`config.mk`:
```
export PLATFORM = sky130hd
export DESIGN_NAME = conv_frame_ctrl
export DESIGN_NICKNAME = d
export VERILOG_FILES = /design/src/rtl/conv_frame_ctrl.sv
export SDC_FILE = /design/constraint.sdc
export NUM_CORES = 1
export LEC_CHECK = 0
export ABC_CLOCK_PERIOD_IN_PS = 2500
export BUFFER_PORTS_ARGS = -buffer_cell sky130_fd_sc_hd__buf_4
export CORE_MARGIN = 2
export CORE_UTILIZATION = 25
export CTS_BUF_LIST = sky130_fd_sc_hd__clkbuf_8 sky130_fd_sc_hd__clkbuf_16
export DETAILED_ROUTE_END_ITERATION = 6
export PLACE_DENSITY = 0.44
export SLEW_MARGIN = 20
export SYNTH_ARGS = -nofsm -noshare
export SYNTH_HDL_FRONTEND = slang
export SYNTH_SLANG_ARGS = --single-unit
```
`constraint.sdc`:
```
create_clock -name clk -period 2.5 [get_ports clk]
set_clock_uncertainty 0.05 [all_clocks]
set_input_delay 0.25 -clock clk [delete_from_list [all_inputs] [get_ports clk]]
set_output_delay 0.25 -clock clk [all_outputs]
set_load 0.02 [all_outputs]
```
`src/rtl/conv_frame_ctrl.sv`:
```
// Frame sequencer for the Bayer/Sobel path: arms on start, forwards one frame with X/Y coordinates, muxes filter results.
// proc_* lags in_* by 1 cycle, out_* lags its source by 1 cycle; no backpressure. `CONV_FRAME_STATS_EN adds frame/timeout counters.
module conv_frame_ctrl #(
  parameter int IMG_W     = 640,
  parameter int IMG_H     = 480,
  parameter int PIX_W     = 12,
  parameter int CNT_W     = 11,
  parameter int DRAIN_MAX = 4096
) (
  input  logic             clk,
  input  logic             rst_n,
  input  logic             start,
  input  logic [1:0]       mode_sel,
  input  logic             in_valid,
  input  logic [PIX_W-1:0] in_pixel,
  output logic             proc_valid,
  output logic [PIX_W-1:0] proc_pixel,
  output logic [CNT_W-1:0] iX_Cont,
  output logic [CNT_W-1:0] iY_Cont,
  input  logic [PIX_W-1:0] filt_x_pixel,
  input  logic             filt_x_valid,
  input  logic [PIX_W-1:0] filt_y_pixel,
  input  logic             filt_y_valid,
  output logic [PIX_W-1:0] out_pixel,
  output logic             out_valid,
  output logic [1:0]       active_mode,
  output logic             busy,
  output logic             frame_done,
  output logic             err_timeout,
  output logic             err_drop
`ifdef CONV_FRAME_STATS_EN
  ,
  output logic [15:0]      frame_cnt,
  output logic [7:0]       timeout_cnt
`endif
);

  localparam int NPIX = IMG_W * IMG_H;
  localparam int OC_W = $clog2(NPIX + 1);
  localparam int DC_W = $clog2(DRAIN_MAX + 1);
  localparam logic [CNT_W-1:0] LAST_X   = CNT_W'(IMG_W - 1);
  localparam logic [CNT_W-1:0] LAST_Y   = CNT_W'(IMG_H - 1);
  localparam logic [OC_W-1:0]  FULL_CNT = OC_W'(NPIX);
  localparam logic [DC_W-1:0]  LAST_DC  = DC_W'(DRAIN_MAX - 1);

  typedef enum logic [1:0] {S_IDLE, S_ACTIVE, S_DRAIN, S_DONE} state_t;

  state_t           state;
  logic [CNT_W-1:0] x_cnt;
  logic [CNT_W-1:0] y_cnt;
  logic [OC_W-1:0]  out_cnt;
  logic [DC_W-1:0]  drain_cnt;

  logic             in_frame;
  logic             drain_full;
  logic             beat_raw;
  logic [PIX_W-1:0] beat_pix;
  logic             beat_ok;
  logic             lone_valid;
  logic             timeout_hit;
  logic [PIX_W:0]   xy_sum;

  assign busy       = (state != S_IDLE);
  assign in_frame   = (state == S_ACTIVE) || (state == S_DRAIN);
  assign drain_full = (out_cnt == FULL_CNT);
  assign xy_sum     = {1'b0, filt_x_pixel} + {1'b0, filt_y_pixel};
  assign lone_valid = (active_mode == 2'b11) && (filt_x_valid ^ filt_y_valid);

  always_comb begin
    beat_raw = 1'b0;
    beat_pix = '0;
    case (active_mode)
      2'b00: begin
        beat_raw = proc_valid;
        beat_pix = proc_pixel;
      end
      2'b01: begin
        beat_raw = filt_x_valid;
        beat_pix = filt_x_pixel;
      end
      2'b10: begin
        beat_raw = filt_y_valid;
        beat_pix = filt_y_pixel;
      end
      default: begin
        beat_raw = filt_x_valid && filt_y_valid;
        beat_pix = xy_sum[PIX_W] ? {PIX_W{1'b1}} : xy_sum[PIX_W-1:0];
      end
    endcase
  end

  // Once the frame count is met no further beat may leave, so out_valid never lands on frame_done.
  assign beat_ok = beat_raw && ((state == S_ACTIVE) || ((state == S_DRAIN) && !drain_full));

  // A beat arriving on the last drain cycle is taken; the timeout then fires on the next idle cycle.
  assign timeout_hit = (state == S_DRAIN) && !drain_full && !beat_raw && (drain_cnt == LAST_DC);

  always_ff @(posedge clk or negedge rst_n) begin
    if (!rst_n) begin
      state       <= S_IDLE;
      x_cnt       <= '0;
      y_cnt       <= '0;
      out_cnt     <= '0;
      drain_cnt   <= '0;
      proc_valid  <= 1'b0;
      proc_pixel  <= '0;
      iX_Cont     <= '0;
      iY_Cont     <= '0;
      out_pixel   <= '0;
      out_valid   <= 1'b0;
      active_mode <= 2'b00;
      frame_done  <= 1'b0;
      err_timeout <= 1'b0;
      err_drop    <= 1'b0;
`ifdef CONV_FRAME_STATS_EN
      frame_cnt   <= '0;
      timeout_cnt <= '0;
`endif
    end else begin
      proc_valid <= 1'b0;
      out_valid  <= 1'b0;
      frame_done <= 1'b0;

      if (beat_ok) begin
        out_valid <= 1'b1;
        out_pixel <= beat_pix;
        if (!drain_full) out_cnt <= out_cnt + 1'b1;
      end

      if (in_frame && lone_valid) err_drop <= 1'b1;

      case (state)
        S_IDLE: begin
          if (start) begin
            state       <= S_ACTIVE;
            active_mode <= mode_sel;
            x_cnt       <= '0;
            y_cnt       <= '0;
            out_cnt     <= '0;
            drain_cnt   <= '0;
            err_timeout <= 1'b0;
            err_drop    <= 1'b0;
          end else if (in_valid) begin
            err_drop <= 1'b1;
          end
        end
        S_ACTIVE: begin
          if (in_valid) begin
            proc_valid <= 1'b1;
            proc_pixel <= in_pixel;
            iX_Cont    <= x_cnt;
            iY_Cont    <= y_cnt;
            if (x_cnt == LAST_X) begin
              x_cnt <= '0;
              if (y_cnt == LAST_Y) begin
                y_cnt     <= '0;
                drain_cnt <= '0;
                state     <= S_DRAIN;
              end else begin
                y_cnt <= y_cnt + 1'b1;
              end
            end else begin
              x_cnt <= x_cnt + 1'b1;
            end
          end
        end
        S_DRAIN: begin
          if (in_valid) err_drop <= 1'b1;
          if (drain_full) begin
            state      <= S_DONE;
            frame_done <= 1'b1;
`ifdef CONV_FRAME_STATS_EN
            frame_cnt  <= frame_cnt + 1'b1;
`endif
          end else if (timeout_hit) begin
            state       <= S_DONE;
            frame_done  <= 1'b1;
            err_timeout <= 1'b1;
`ifdef CONV_FRAME_STATS_EN
            frame_cnt   <= frame_cnt + 1'b1;
            if (timeout_cnt != 8'hFF) timeout_cnt <= timeout_cnt + 1'b1;
`endif
          end else if (drain_cnt != LAST_DC) begin
            drain_cnt <= drain_cnt + 1'b1;
          end
        end
        default: begin
          if (in_valid) err_drop <= 1'b1;
          state <= S_IDLE;
        end
      endcase
    end
  end

endmodule

```
==> results.cfg <==
[synth]
syn_avg_cell_area_um2 = 9.881
yosysWarningCount = 0
synth_flop_cell = dfrtp_1
syn_inst = 613
ys_types = 67
synthesis.area_um2 = 6057
synth_seq_cells = 109
yosys-top-cells-count = dfrtp_1 (109), o21ai_0 (51), nand2_1 (50)
syn-num-nets = 680
synth_top_area_share = 0.4503
yosys.area.top_type = dfrtp_1
async_reset_ff_frac = 1.000
synth.most_common_cell = dfrtp_1
yosysSeqAreaShare = 0.4503
synth_edf_count = 0
yosys-top-cells-area = dfrtp_1 (45%), mux2_2 (7.3%), ha_1 (4.5%)

[worst_setup_path]
setup.worst_path.start_class = flop
worstPathMaxFanout = 10
end_kind = flop
crit_arrival_ps = 2560
cp.required_ps = 2680
slowest_delay_ps = 540
startpoint = x_cnt[9]
worstPathCellList = or4b_4 -> nor3b_4 -> a31oi_4 -> or2_2 -> o41ai_1 -> a21oi_1
path_class = flop to flop
rr_startpoint = x_cnt[9]
cp_slowest_cell = or4b_4

[placed_design]
hpwl_um = 11960
pre_cts_ws_ps = 8.867
place.gp.congestion = 0.7783
io_buffers = 97

[hold_path]
worstHoldStart = mode_sel[1]
hold_class = input port to flop

[sta]
worst_slack_ps = 124.9
final-setup-viol-count = 0
hold_ws_ps = 43.15
relSlewSlack = 0.5986
worstMarginPinSlew_ps = 602.1
max_freq_ghz = 0.4210
fin_crit_ps = 2375
rsz0062_at_grt = false
maxSlewViolCount = 0
tns_ps = 0
hold_viol = 0
period_share = 0.9500

[drt]
dr_total_vias = 5108
wl_per_cell_um = 15.32
drc_errors = 0
first_pass_iters = 4
drt_wl_total_um = 16270
drtIter0Drc = 198
via_per_inst = 4.810
ant_nets = 0

[floorplan]
fp.dieW_um = 159.7
fp-row-count = 56
die_h_um = 159.7
die_area_um2 = 25490
io_pins = 98
start_util = 0.2565
core_um2 = 23610

[clock_tree]
clk_pin_slew_ps = 70
numClockSinks = 109
htreeDepth = 3
cts_root_buf = clkbuf_16
cts_resized = 0
cts_tree = built
cts_buffers = 9
clk-insertion-delay-late_ps = 360
ctsLongestPathBuffers = 2

[pwr]
p_seq_frac = 0.440
pwr-share-clk = 0.358
switching_share = 0.2900
powerDensity_nw_per_um2 = 613.9
leakage_nw = 3.417
switching_power_w = 0.001383
peakVddDrop_v = 0.0003684
p_int_w = 0.003386
total_power_w = 0.004769
combPwrFrac = 0.202

[global_routing]
grt.total_usage = 0.1290
grt_max_degree = 43
grt_pass1_wl_um = 26960
globalRouteOverflowTotal = 0
grt_pass1_vias = 5105
antenna_found_initial = 0

[finish]
fillers = 2446
layout-drive-gt1-share = 0.2799
area_growth_pct = 28.26
final_util = 0.3290
finalNetCount = 805
n_antenna_cell = 0

[status]
status = completed

[job]
max_cap_violations = 0
-- state kept, by name, indices dropped and copies added, names as in the netlist --
| signal | count |
|---|---|
| frame_done | 1 |
| x_cnt | 11 |
| out_valid | 1 |
| proc_valid | 1 |
| y_cnt | 11 |
| out_cnt | 19 |
| out_pixel | 12 |
| proc_pixel | 12 |
| drain_cnt | 13 |
| err_drop | 1 |
| active_mode | 2 |
| err_timeout | 1 |
| iX_Cont | 11 |
| iY_Cont | 11 |
| state | 2 |
-- cell usage in the layout (no fill, tap or decap), types with 4 or more instances in the layout --
cell       count
a211o_1       10
a21o_1         7
a21oi_1       19
a22o_1         4
a31oi_1        4
and3_1        11
buf_4        134
clkbuf_16      9
dfrtp_1      109
ha_1          22
inv_1         26
mux2_2        39
mux2i_1        4
nand2_1       50
nand2b_1       8
nand3_1       24
nand4_1       11
nor2_1        48
nor2b_1       14
nor3_1        14
nor4_1        15
o21ai_0       51
o221ai_1      10
o22ai_1        4
o31ai_1        5
or2_2          5
xnor2_1       23
-- layer usage --
metal	track usage	vias up	part of all wire
li1	-	2488	-
met1	0.1668	2496	0.46
met2	0.2204	110	0.49
met3	0.02416	14	0.037
met4	0.03595	0	0.013
met5	0	-	0
-- worst paths after layout --
kind                            slack (ps)  cells after the start              to
worst min register to register         440                      2    out_pixel[0]
min in group asynchronous              380                      2      iY_Cont[7]
worst min-delay path                    40                      3  active_mode[1]
max in group asynchronous             1320                      3    drain_cnt[2]
worst max-delay path                   120                      6   drain_cnt[10]
worst max register to register         120                      6   drain_cnt[10]
-- kinds of logic (layout without fill, tap and decap cells) --
family                   after synthesis  count (layout)  synth area share
flip-flops                           109             109            0.4503
adder cells (fa/ha/maj)               23              23           0.04875
buffers and inverters                 48             178           0.03016
AO/OA/AOI/OAI                        140             140            0.1562
XOR/XNOR                              26              26           0.03760
multiplexers                          44              44           0.08283
AND/OR/NAND/NOR                      223             223            0.1942
-- metrics by stage --
step	instances	cell area (um^2)
2_1_floorplan	613	6057
3_3_place_gp	1044	7398
3_5_place_dp	1044	7398
4_1_cts	1061	7761
5_1_grt	1062	7769
6_report	1062	7769
-- power groups by stage --
stage               registers [W]  logic (W)  clock network [W]
CTS                       0.00210   0.000978            0.00178
finish                    0.00210   0.000963            0.00171
global route              0.00213    0.00106            0.00184
detailed placement        0.00213   0.000970                  0
floorplan                 0.00219   0.000466                  0
global placement          0.00212   0.000953                  0
-- cell type report --
cell class                      count  area (um^2)  area share
Inverter                           26        97.59     0.01256
Multi-Input combinational cell    456         3156      0.4062
Sequential cell                   109         2728      0.3511
Timing Repair Buffer              136         1036      0.1334
Tap cell                          319        399.1     0.05138
Clock buffer                        9        225.2     0.02899
Clock inverter                      7        127.6     0.01643
-- what timing repair did --
action,in CTS,in global routing
setup buffers,0,1
hold endpoints to repair,39,0
endpoints found under the setup margin,0,3
hold buffers,1,0
-- critical path, delay by kind of cell, from the launching register on --
kind             cells  cell delay [ps]
AND/OR/NAND/NOR      3             1130
AO/OA/AOI/OAI        3              620
flip-flops           1              460
(Power assumes the default switching activity.)
